[config.mk]
export PLATFORM = sky130hd
export DESIGN_NAME = port_serial_tx_flat
export DESIGN_NICKNAME = d
export VERILOG_FILES = /design/src/rtl/port_serial_tx_if.sv /design/src/rtl/port_serial_tx.sv /design/src/flat_wrapper.sv
export SDC_FILE = /design/constraint.sdc
export NUM_CORES = 1
export LEC_CHECK = 0
export CAP_MARGIN = 10
export CORE_MARGIN = 3
export CORE_UTILIZATION = 52
export CTS_BUF_LIST = sky130_fd_sc_hd__clkbuf_2
export CTS_CLUSTER_SIZE = 12
export DETAILED_ROUTE_END_ITERATION = 7
export PLACE_DENSITY = 0.82
export RECOVER_POWER = 100
export SYNTH_ARGS = -nofsm -noshare
export SYNTH_HDL_FRONTEND = slang
export SYNTH_SLANG_ARGS = --single-unit
export TNS_END_PERCENT = 50
[constraint.sdc]
create_clock -name clk -period 2.1 [get_ports clk]
set_input_delay 0.315 -clock clk [delete_from_list [all_inputs] [get_ports clk]]
set_output_delay 0.315 -clock clk [all_outputs]
set_load 0.005 [all_outputs]
[src/rtl/port_serial_tx_if.sv]
// CPU-side port bundle for the serial transmitter: output ports in, status ports and tx line out.
// Purely wiring. There is no latency and no state in this file.
// There is no backpressure here. The transmitter reports busy and pending status to the CPU via in_p1.
interface port_serial_tx_if;
    logic [7:0] out_p0;   // data byte to transmit
    logic [7:0] out_p1;   // bit0 = go toggle, bits 7:1 ignored
    logic [7:0] in_p0;    // frames-sent counter
    logic [7:0] in_p1;    // bit0 busy, bit1 pending
    logic       tx;       // serial line, idles high

    // CPU / testbench side
    modport master (
        output out_p0,
        output out_p1,
        input  in_p0,
        input  in_p1,
        input  tx
    );

    // Transmitter side
    modport slave (
        input  out_p0,
        input  out_p1,
        output in_p0,
        output in_p1,
        output tx
    );
endinterface

[src/rtl/port_serial_tx.sv]
// Async serial transmitter on the CPU port pair. Toggling out_p1[0] sends out_p0 as an 8N1 frame (8E1 with PORT_TX_PARITY_EN).
// tx falls 1 cycle after the toggle is seen. The frame lasts 10*CLKS_PER_BIT cycles (11*CLKS_PER_BIT with parity).
// One request is held pending while a frame is busy and is accepted on the first idle cycle. An even number of toggles cancels itself.
module port_serial_tx #(
    parameter int CLKS_PER_BIT = 16
) (
    input  logic              clk,
    input  logic              reset,   // asynchronous, active-low
    port_serial_tx_if.slave   bus
);

    localparam int BW = (CLKS_PER_BIT > 1) ? $clog2(CLKS_PER_BIT) : 1;
    localparam logic [BW-1:0] BAUD_LAST = BW'(CLKS_PER_BIT - 1);

    typedef enum logic [2:0] {
        S_IDLE,
        S_START,
        S_DATA,
`ifdef PORT_TX_PARITY_EN
        S_PARITY,
`endif
        S_STOP
    } state_t;

    state_t        state_q;
    logic          tx_q;
    logic          busy_q;
    logic          go_q;
    logic [7:0]    cnt_q;
    logic [7:0]    shift_q;
    logic [2:0]    bit_q;
    logic [BW-1:0] baud_q;
`ifdef PORT_TX_PARITY_EN
    logic          parity_q;
`endif

    logic pending;
    logic baud_last;
    logic unused_p1_bits;

    // A request is outstanding whenever the go level differs from the last accepted level
    assign pending        = bus.out_p1[0] ^ go_q;
    assign baud_last      = (baud_q == BAUD_LAST);
    assign unused_p1_bits = ^bus.out_p1[7:1];

    assign bus.tx    = tx_q;
    assign bus.in_p0 = cnt_q;
    assign bus.in_p1 = {6'b0, pending, busy_q};

    // Frame sequencer: every output is registered, and go_q moves only on acceptance
    always_ff @(posedge clk or negedge reset) begin
        if (!reset) begin
            state_q  <= S_IDLE;
            tx_q     <= 1'b1;
            busy_q   <= 1'b0;
            go_q     <= 1'b0;
            cnt_q    <= 8'd0;
            shift_q  <= 8'd0;
            bit_q    <= 3'd0;
            baud_q   <= '0;
`ifdef PORT_TX_PARITY_EN
            parity_q <= 1'b0;
`endif
        end else begin
            case (state_q)
                S_IDLE: begin
                    if (pending) begin
                        shift_q  <= bus.out_p0;
                        go_q     <= bus.out_p1[0];
                        state_q  <= S_START;
                        tx_q     <= 1'b0;
                        busy_q   <= 1'b1;
                        baud_q   <= '0;
                        bit_q    <= 3'd0;
`ifdef PORT_TX_PARITY_EN
                        parity_q <= ^bus.out_p0;
`endif
                    end
                end

                S_START: begin
                    if (baud_last) begin
                        baud_q  <= '0;
                        state_q <= S_DATA;
                        tx_q    <= shift_q[0];
                    end else begin
                        baud_q  <= baud_q + 1'b1;
                    end
                end

                S_DATA: begin
                    if (baud_last) begin
                        baud_q <= '0;
                        if (bit_q == 3'd7) begin
`ifdef PORT_TX_PARITY_EN
                            state_q <= S_PARITY;
                            tx_q    <= parity_q;
`else
                            state_q <= S_STOP;
                            tx_q    <= 1'b1;
`endif
                        end else begin
                            bit_q   <= bit_q + 3'd1;
                            shift_q <= {1'b0, shift_q[7:1]};
                            tx_q    <= shift_q[1];
                        end
                    end else begin
                        baud_q <= baud_q + 1'b1;
                    end
                end

`ifdef PORT_TX_PARITY_EN
                S_PARITY: begin
                    if (baud_last) begin
                        baud_q  <= '0;
                        state_q <= S_STOP;
                        tx_q    <= 1'b1;
                    end else begin
                        baud_q  <= baud_q + 1'b1;
                    end
                end
`endif

                S_STOP: begin
                    if (baud_last) begin
                        baud_q  <= '0;
                        state_q <= S_IDLE;
                        busy_q  <= 1'b0;
                        cnt_q   <= cnt_q + 8'd1;
                    end else begin
                        baud_q  <= baud_q + 1'b1;
                    end
                end

                default: begin
                    state_q <= S_IDLE;
                    tx_q    <= 1'b1;
                    busy_q  <= 1'b0;
                end
            endcase
        end
    end

endmodule

[src/flat_wrapper.sv]
// flat-port wrapper written by rule: the top's interface ports become plain ports
module port_serial_tx_flat 
#(
    parameter int CLKS_PER_BIT = 16
)
  (clk, reset, bus_out_p0, bus_out_p1, bus_in_p0, bus_in_p1, bus_tx);
  port_serial_tx_if bus_i ();
  input  logic clk;
  input  logic reset;
  input wire logic [$bits(bus_i.out_p0)-1:0] bus_out_p0;
  input wire logic [$bits(bus_i.out_p1)-1:0] bus_out_p1;
  output wire logic [$bits(bus_i.in_p0)-1:0] bus_in_p0;
  output wire logic [$bits(bus_i.in_p1)-1:0] bus_in_p1;
  output wire logic [$bits(bus_i.tx)-1:0] bus_tx;
  assign bus_i.out_p0 = bus_out_p0;
  assign bus_i.out_p1 = bus_out_p1;
  assign bus_in_p0 = bus_i.in_p0;
  assign bus_in_p1 = bus_i.in_p1;
  assign bus_tx = bus_i.tx;
  port_serial_tx #(.CLKS_PER_BIT(CLKS_PER_BIT)) u_core (.clk(clk), .reset(reset), .bus(bus_i));
endmodule
# --- After elaboration in Yosys (flattened, before gate mapping) ---
# Index checks and enable logic that the tools add are counted.
word_totals:
  ff_bits: 29
  latchBits: 0
  mem_bits_rw: 0
  rom_bits: 0
  inputBits: 18
  output_inout_bits: 17
  elab_cells: 62
  memories: 0
op_classes:
  addsub: 3
  n_mul: 0
  div_mod_pow: 0
  n_lt_le_gt_ge: 0
  eq_ne: 11
  shift: 0
  n_mux: 25
  bitwise_logic: 3
  reduce_logical: 12
op_table:
  columns: ["operator", "n"]
  rows:
  - ["3-bit 2-to-1 mux", 8]
  - ["8-bit 2-to-1 mux", 3]
  - ["8-bit case mux with 2 select lines", 1]
  - ["3-bit case mux with 4 select lines", 1]
  - ["2-bit by 1-bit != test with 1-bit output, second input constant", 5]
  - ["8-bit by 1-bit adder with 8-bit output, second input constant", 1]
  - ["4-bit 2-to-1 mux", 2]
  - ["4-bit case mux with 2 select lines", 1]
  - ["4-bit AND reduction", 2]
  - ["3-bit by 2-bit == test with 1-bit output, second input constant", 2]
  - ["1-bit 2-to-1 mux", 6]
  - ["3-bit case mux with 2 select lines", 1]
  - ["2-bit AND reduction", 3]
  - ["5-bit AND reduction", 1]
  - ["4-bit by 1-bit adder with 4-bit output, second input constant", 1]
  - ["4-bit == test, second input constant", 1]
  - ["1-bit case mux with 4 select lines", 1]
  - ["2-bit nonzero test", 2]
  - ["3-bit by 1-bit adder with 3-bit output, second input constant", 1]
  - ["3-bit by 1-bit == test with 1-bit output, second input constant", 1]
  - ["3-bit == test, second input constant", 1]
  - ["3-bit logical NOT", 1]
  - ["1-bit case mux with 3 select lines", 1]
  - ["3-bit AND reduction", 1]
  - ["5 further kinds", 6]

# --- Longest topological paths before layout ---
# Gate-level depths: netlist (run 1).
depth:
  depth_word: 4
  mapped_depth: 8
  depth_no_buf: 6

# --- Worst setup path after synthesis (run 1) ---
# OpenSTA, ideal clock, no wires.
synth_timing:
  kind: "reg-to-reg"
  from: "register u_core.state_q[0]"
  to: "register u_core.shift_q[0]"
  setup_ns: 0.126
  t_arrival_ns: 1.667
  required_time_ns: 1.974
  slack_ns: 0.307
  stages_incl_launch_ff: 8
  path_buffers: 2
  period_less_slack_ns: 1.793
  cell_sequence: "dfrtp_1 > inv_1 > ha_1 > buf_2 > nor2_1 > a211o_1 > buf_6 > a221o_1"
synth_between:
  elab_chain_len: 3
  elab_cells_between_ends: 8
  classes_between: "eq/ne: 4; mux: 1; reduce/logical: 3"
synth_rtl:
  columns: ["element", "line_no", "source"]
  rows:
  - ["start: declaration", "port_serial_tx.sv:25", "state_t state_q;"]
  - ["start signal: assignment", "port_serial_tx.sv:53", "state_q <= S_IDLE;"]
  - ["start signal: assignment", "port_serial_tx.sv:70", "state_q <= S_START;"]
  - ["start signal: assignment", "port_serial_tx.sv:84", "state_q <= S_DATA;"]
  - ["3-bit by 2-bit == test with 1-bit output / 3-bit logical NOT (equally long branches)", "port_serial_tx.sv:65", "case (state_q)"]
  - ["2-bit by 1-bit != test with 1-bit output (no source line), or another cell as far along", null, null]
  - ["4-bit AND reduction (no source line)", null, null]
  - ["end signal: assignment", "port_serial_tx.sv:68", "shift_q <= bus.out_p0;"]
  - ["end signal: assignment", "port_serial_tx.sv:104", "shift_q <= {1'b0, shift_q[7:1]};"]
  - ["end: declaration", "port_serial_tx.sv:30", "logic [7:0] shift_q;"]
# Parallel ways exist; a longest one is shown, timed or not.
# A chain may end at the register's enable or synchronous reset.

# --- Final worst setup path (run 1) ---
layout_timing:
  from: "register u_core.go_q"
  to: "output port bus_in_p1[1]"
layout_between:
  elab_chain_len: 1
layout_rtl:
  columns: ["element", "line_no", "source"]
  rows:
  - ["start: declaration", "port_serial_tx.sv:28", "logic go_q;"]
  - ["start signal: assignment", "port_serial_tx.sv:69", "go_q <= bus.out_p1[0];"]
  - ["1-bit XOR", "port_serial_tx.sv:42", "assign pending = bus.out_p1[0] ^ go_q;"]
  - ["end: declaration", "flat_wrapper.sv:13", "output wire logic [$bits(bus_i.in_p1)-1:0] bus_in_p1;"]
# No other way between the ends.

==> results of run 1 <==
[kinds of logic (layout without fill, tap and decap cells)]
kind of cell / after synthesis / in the layout / share of synthesized area [%]
simple gates: 41 / 41 / 12.9
compound gates: 38 / 38 / 17.5
flops: 28 / 28 / 44.3
buf+inv: 21 / 37 / 8.14
fa+ha+maj: 10 / 10 / 7.91
xor+xnor: 8 / 8 / 4.90
mux: 6 / 6 / 4.11
other cells: 1 / 6 / 0.237
[worst max-delay path by stage]
stage / endpoint / cells past startpoint
after floorplan: u_core.shift_q[0]$_DFFE_PN0P_ / 7
after global placement: u_core.shift_q[5]$_DFFE_PN0P_ / 5
after detailed placement: u_core.shift_q[4]$_DFFE_PN0P_ / 5
after CTS: bus_in_p1[1] / 3
after global routing: bus_in_p1[1] / 3
final: bus_in_p1[1] / 3
[layout make-up]
class	instances	area [µm²]
Inverter	7	26.3
Sequential cell	28	703
Timing Repair Buffer	26	238
Tap cell	31	38.8
Fill cell	233	993
Multi-Input combinational cell	109	785
Clock inverter	1	30.0
Clock buffer	3	15.0
[power breakdown]
group | leakage, nW | internal, mW | switching (mW)
Clock | 0.0266 | 0.164 | 0.163
Combinational | 0.458 | 0.608 | 0.651
Sequential | 0.355 | 0.761 | 0.180
Total | 0.840 | 1.53 | 0.994
[repair_timing]
action / in CTS / in global routing
gates resized for setup: 0 / 3
setup endpoints to repair: 0 / 8
buffers inserted: 0 / 0
[Yosys cell counts, types with 2 or more instances]
cell type / n
xnor2_1: 3
ha_1: 10
o211ai_1: 2
o21ai_0: 3
nor3_1: 5
nand2_1: 19
mux2_2: 4
mux2i_1: 2
buf_4: 9
nor2_1: 3
dfrtp_1: 27
a21oi_1: 8
inv_1: 7
buf_6: 2
a221o_1: 7
clkbuf_1: 2
xor2_1: 4
a22o_1: 3
o22ai_1: 7
nand3_1: 7
[layer usage]
layer | global-route usage [%] | share of wire, % | up-vias
met1 | 22.8 | 46 | 572
met2 | 29.5 | 49 | 31
li1 | - | - | 580
met4 | 8.36 | 0.54 | 0
met5 | 0 | 0 | -
met3 | 2.52 | 4.5 | 2
[state kept, by name, indices dropped and copies added (netlist names)]
name              cells
u_core.baud_q         4
u_core.go_q           1
u_core.bus.in_p0      8
u_core.shift_q        8
u_core.bus.tx         1
u_core.bit_q          3
u_core.state_q        2
u_core.busy_q         1
[stage by stage]
stage                     setup slack [ns]  hold WS [ns]  cells  util [%]  area (µm²)
final                                0.108         0.483    205      64.9        1840
after global routing               0.00336         0.507    205      64.9        1840
after CTS                           0.0355         0.262    205      64.7        1830
after detailed placement            0.0563         0.463    201      63.1        1790
after global placement              0.0792         0.456    201      63.1        1790
after floorplan                      0.307        0.0194    158         -        1600
[layout by cell type (no fill, tap or decap), drive strengths merged, types with 2 or more instances in the layout]
master         count
a21oi              8
a221o              7
a22o               3
buf                3
clkbuf             5
clkdlybuf4s50     10
conb               6
dfrtp             27
dlygate4sd3       11
ha                10
inv                7
mux2               4
mux2i              2
nand2             20
nand3              8
nor2               4
nor3               5
o211ai             2
o21ai              4
o22ai              7
xnor2              4
xor2               4
[worst max-delay path, stage by stage (launching register included)]
cell             delay (ns)
dfrtp_2                0.50
xnor2_4                0.24
inv_1                  0.12
clkdlybuf4s50_1        0.46
==> reports/results.ini, run 1 <==
[hold_path]
min_from=u_core.bus.in_p0[7]$_DFFE_PN0P_
hold_end=u_core.bus.in_p0[7]$_DFFE_PN0P_
hold_depth=1
min_path_type=register to register

[clock_tree]
htreeDepth=1
cts_tree=yes
ctsHoldBuffers=0
clkLatencyLatePin_ns=0.37
clk_pin_slew_worst_paths_ns=0.27
root_buffer=clkbuf_2
clockBufferDepth=2
clock-sinks=28
cts_buffers=3

[global_routing]
antenna_found_initial=0
grt_pass1_vias=1169
gr-usage-all-layers_pct=17.7
gr-total-overflow=0
grt_pass1_wl_um=5000
grt_max_degree=29

[layout]
syn2layout_area_growth_pct=16.0
diodes=0
final_layout_size_suffix_gt1_share_pct=10.3
final_nets=203

[logic_synthesis]
syn_avg_cell_area_um2=10.3
ys_warn_count=0
synth_top_cell_by_area=dfrtp_1
syn_inst=153
yosysTopAreaCellShare_pct=42.7
synth_area_um2=1580
synth_cell_type_count=39
synth-seq-area-share_pct=44.3
synthArstFlopShare_pct=100
yosys-top-cells-area=dfrtp_1 (43%), ha_1 (7.9%), nand2_1 (4.5%), a221o_1 (4.4%), buf_4 (4.3%)
synth-edff-count=0
synth_ff_type=dfrtp_1
ys_ff_latch=28

[timing]
slew_viol_final=0
rsz0062_at_grt=no
setup_violations=0
hold_viol=0
fmax_ghz=0.502
post-route-period-util_pct=94.8
finalCriticalPeriod_ns=1.99
skew_ns=0.00931
slew_headroom_pct=3.46
finalSetupTns_ns=0
worst_pin_slew_ns=1.45

[worst_setup_path]
reg2reg_from=u_core.bit_q[0]$_DFFE_PN0P_
r2r_end=u_core.shift_q[7]$_DFFE_PN0P_
reg2reg_slack_ns=0.15
cp-end-kind=primary output
arrival_ns=1.68
path_class=register to primary output
crit_fanout=6
start_kind=register
critPathLaunch=u_core.go_q$_DFFE_PN0P_
required_ns=1.78
rr_worst_depth=6

[placement]
dpl.hpwl_um=2250
routabilityCongestion=0.818
portBuffers=21

[detailed_routing]
via_count=1185
vias_per_cell=5.78
postRouteAntennaNets=0
drtPass1Iterations=4
drc=0
drtIter0Drc=64
avgRoutedWirePerCell_um=14.4
routed_wl_um=2950

[floorplan]
core_area_um2=2830
die-area_um2=3740
die_height_um=61.2
initial_core_util_pct=55.9
placementRows=19
die_w_um=61.2
design.portCount=35

[power]
power.density_nw_per_um2=1380
peakVddDrop_mv=0.735
leakagePower_nw=0.840
power_mw=2.53

[job]
drv_cap=0

[run_status]
status=complete, no violations

Note: power is estimated with default switching activity, not from simulation.
==> inputs of run 2 (changes only) <==
--- a/config.mk
+++ b/config.mk
@@ -12,7 +12,8 @@
 export CTS_CLUSTER_SIZE = 12
 export DETAILED_ROUTE_END_ITERATION = 7
 export PLACE_DENSITY = 0.82
-export RECOVER_POWER = 100
+export RECOVER_POWER = 25
+export SKIP_CTS_REPAIR_TIMING = 1
 export SYNTH_ARGS = -nofsm -noshare
 export SYNTH_HDL_FRONTEND = slang
 export SYNTH_SLANG_ARGS = --single-unit
==> reports/results.ini, run 2 (synthesized netlist as in run 1, its figures left out) <==
[run_status]
status=complete, no violations

[power]
p_int_mw=1.56  ; +2.0%
power_frac_seq_pct=36.9  ; -0.3 points
clock_power_share_pct=12.7  ; -0.2 points
leakagePower_nw=0.816  ; -2.8%
peakVddDrop_mv=0.742  ; +0.92%
p_comb_share_pct=50.4  ; +0.6 points
p_sw_mw=0.998  ; +0.41%
power.density_nw_per_um2=1390  ; +0.92%
swShare_pct=38.9  ; -0.38 points

[floorplan]
die_height_um=61.2  ; unchanged
die-area_um2=3740  ; unchanged
placementRows=19  ; unchanged
design.portCount=35  ; unchanged
core_area_um2=2830  ; unchanged
initial_core_util_pct=55.9  ; unchanged
die_w_um=61.2  ; unchanged

[worst_setup_path]
path_class=register to primary output
arrival_ns=1.68  ; about the same
cp-end-kind=primary output
required_ns=1.78  ; about the same
start_kind=register
crit_fanout=6  ; unchanged

[global_routing]
antenna_found_initial=0  ; unchanged
gr-usage-all-layers_pct=17.7  ; unchanged
grt_max_degree=29  ; unchanged
grt_pass1_wl_um=5000  ; unchanged
gr-total-overflow=0  ; unchanged
grt_pass1_vias=1169  ; unchanged

[detailed_routing]
vias_per_cell=5.86  ; +1.4%
via_count=1201  ; +1.4%
drtPass1Iterations=4  ; unchanged
drc=0  ; unchanged
avgRoutedWirePerCell_um=14.4  ; +0.34%
postRouteAntennaNets=0  ; unchanged
routed_wl_um=2960  ; +0.34%
drtIter0Drc=64  ; unchanged

[timing]
slew_viol_final=0  ; unchanged
finalCriticalPeriod_ns=1.99  ; -0.00108 ns
slew_headroom_pct=3.54  ; +0.082 points
whs_ns=0.488  ; +0.00538 ns
setup_violations=0  ; unchanged
post-route-period-util_pct=94.8  ; about the same
fmax_ghz=0.502  ; about the same
skew_ns=0.0111  ; +0.00184 ns
setup_ws_ns=0.109  ; +0.00108 ns
hold_viol=0  ; unchanged
finalSetupTns_ns=0  ; unchanged
rsz0062_at_grt=no
worst_pin_slew_ns=1.45  ; -0.00123 ns

[placement]
post-place-ws_ns=0.0563  ; unchanged
routabilityCongestion=0.818  ; unchanged
dpl.hpwl_um=2250  ; unchanged
dpl.cell_count=201  ; unchanged
portBuffers=21  ; unchanged

[hold_path]
min_path_type=register to register

[clock_tree]
clkLatencyLatePin_ns=0.37  ; about the same
clockBufferDepth=2  ; unchanged
htreeDepth=1  ; unchanged
clk_pin_slew_worst_paths_ns=0.27  ; about the same
clock-sinks=28  ; unchanged
cts_buffers=3  ; unchanged
cts_tree=yes
root_buffer=clkbuf_2

[layout]
final_layout_size_suffix_gt1_share_pct=11.5  ; +1.1 points
layout_common_cells=dfrtp_1 (26), clkdlybuf4s50_1 (20), nand2_1 (19)
final_nets=203  ; unchanged
syn2layout_area_growth_pct=16.5
diodes=0  ; unchanged
final_common_cell=dfrtp_1
fin_cells=205  ; unchanged

[job]
drv_cap=0  ; unchanged

-- run 2: changes by cell type in the layout (fill, tap and decap cells not counted), sizes merged --
cell           delta
clkdlybuf4s50    +10
dlygate4sd3      -10
buf               +1
clkbuf            -1
-- run 2: cell type report --
class / count / area (µm²)
Timing Repair Buffer: 26 / 244
Inverter: 7 / 26.3
Multi-Input combinational cell: 109 / 787
Tap cell: 31 / 38.8
Fill cell: 230 / 985
Clock inverter: 1 / 30.0
Sequential cell: 28 / 703
Clock buffer: 3 / 15.0
-- run 2: through the flow --
| stage | utilization (%) | cell area [µm²] | power (mW) |
|---|---|---|---|
| after detailed placement | 63.1 | 1790 | 2.23 |
| final | 65.2 | 1840 | 2.56 |
| after CTS | 64.7 | 1830 | 2.54 |
| after global placement | 63.1 | 1790 | 2.14 |
| after floorplan | - | 1600 | 1.91 |
| after global routing | 65.2 | 1840 | 2.79 |
-- run 2: worst max-delay path: stages (launching register included) --
cell             delay, ns
dfrtp_2               0.50
xnor2_4               0.24
inv_1                 0.12
clkdlybuf4s50_1       0.46
-- run 2: power groups by stage --
| stage | Sequential, mW | Combinational [mW] | Clock (mW) |
|---|---|---|---|
| after floorplan | 0.908 | 0.999 | 0 |
| after global placement | 0.930 | 1.21 | 0 |
| after detailed placement | 0.946 | 1.28 | 0 |
| after CTS | 0.935 | 1.28 | 0.332 |
| after global routing | 0.980 | 1.46 | 0.353 |
| final | 0.944 | 1.29 | 0.326 |
-- run 2: layer usage --
metal,track usage [%],share of wire (%),vias to the layer above
li1,-,-,579
met1,22.8,46,585
met2,29.5,49,35
met3,2.52,4.5,2
met4,8.36,0.54,0
met5,0,0,-
-- run 2: final timing paths --
check / startpoint / endpoint / slack [ns] / depth (start not counted)
min: u_core.bus.in_p0[7]$_DFFE_PN0P_ / u_core.bus.in_p0[7]$_DFFE_PN0P_ / 0.49 / 1
max in group asynchronous: reset / u_core.go_q$_DFFE_PN0P_ / 0.41 / 2
max: u_core.go_q$_DFFE_PN0P_ / bus_in_p1[1] / 0.11 / 3
max reg2reg: u_core.bit_q[0]$_DFFE_PN0P_ / u_core.bit_q[0]$_DFFE_PN0P_ / 0.13 / 6
min in group asynchronous: reset / u_core.bus.in_p0[7]$_DFFE_PN0P_ / 0.76 / 2
min reg2reg: u_core.bus.in_p0[7]$_DFFE_PN0P_ / u_core.bus.in_p0[7]$_DFFE_PN0P_ / 0.49 / 1
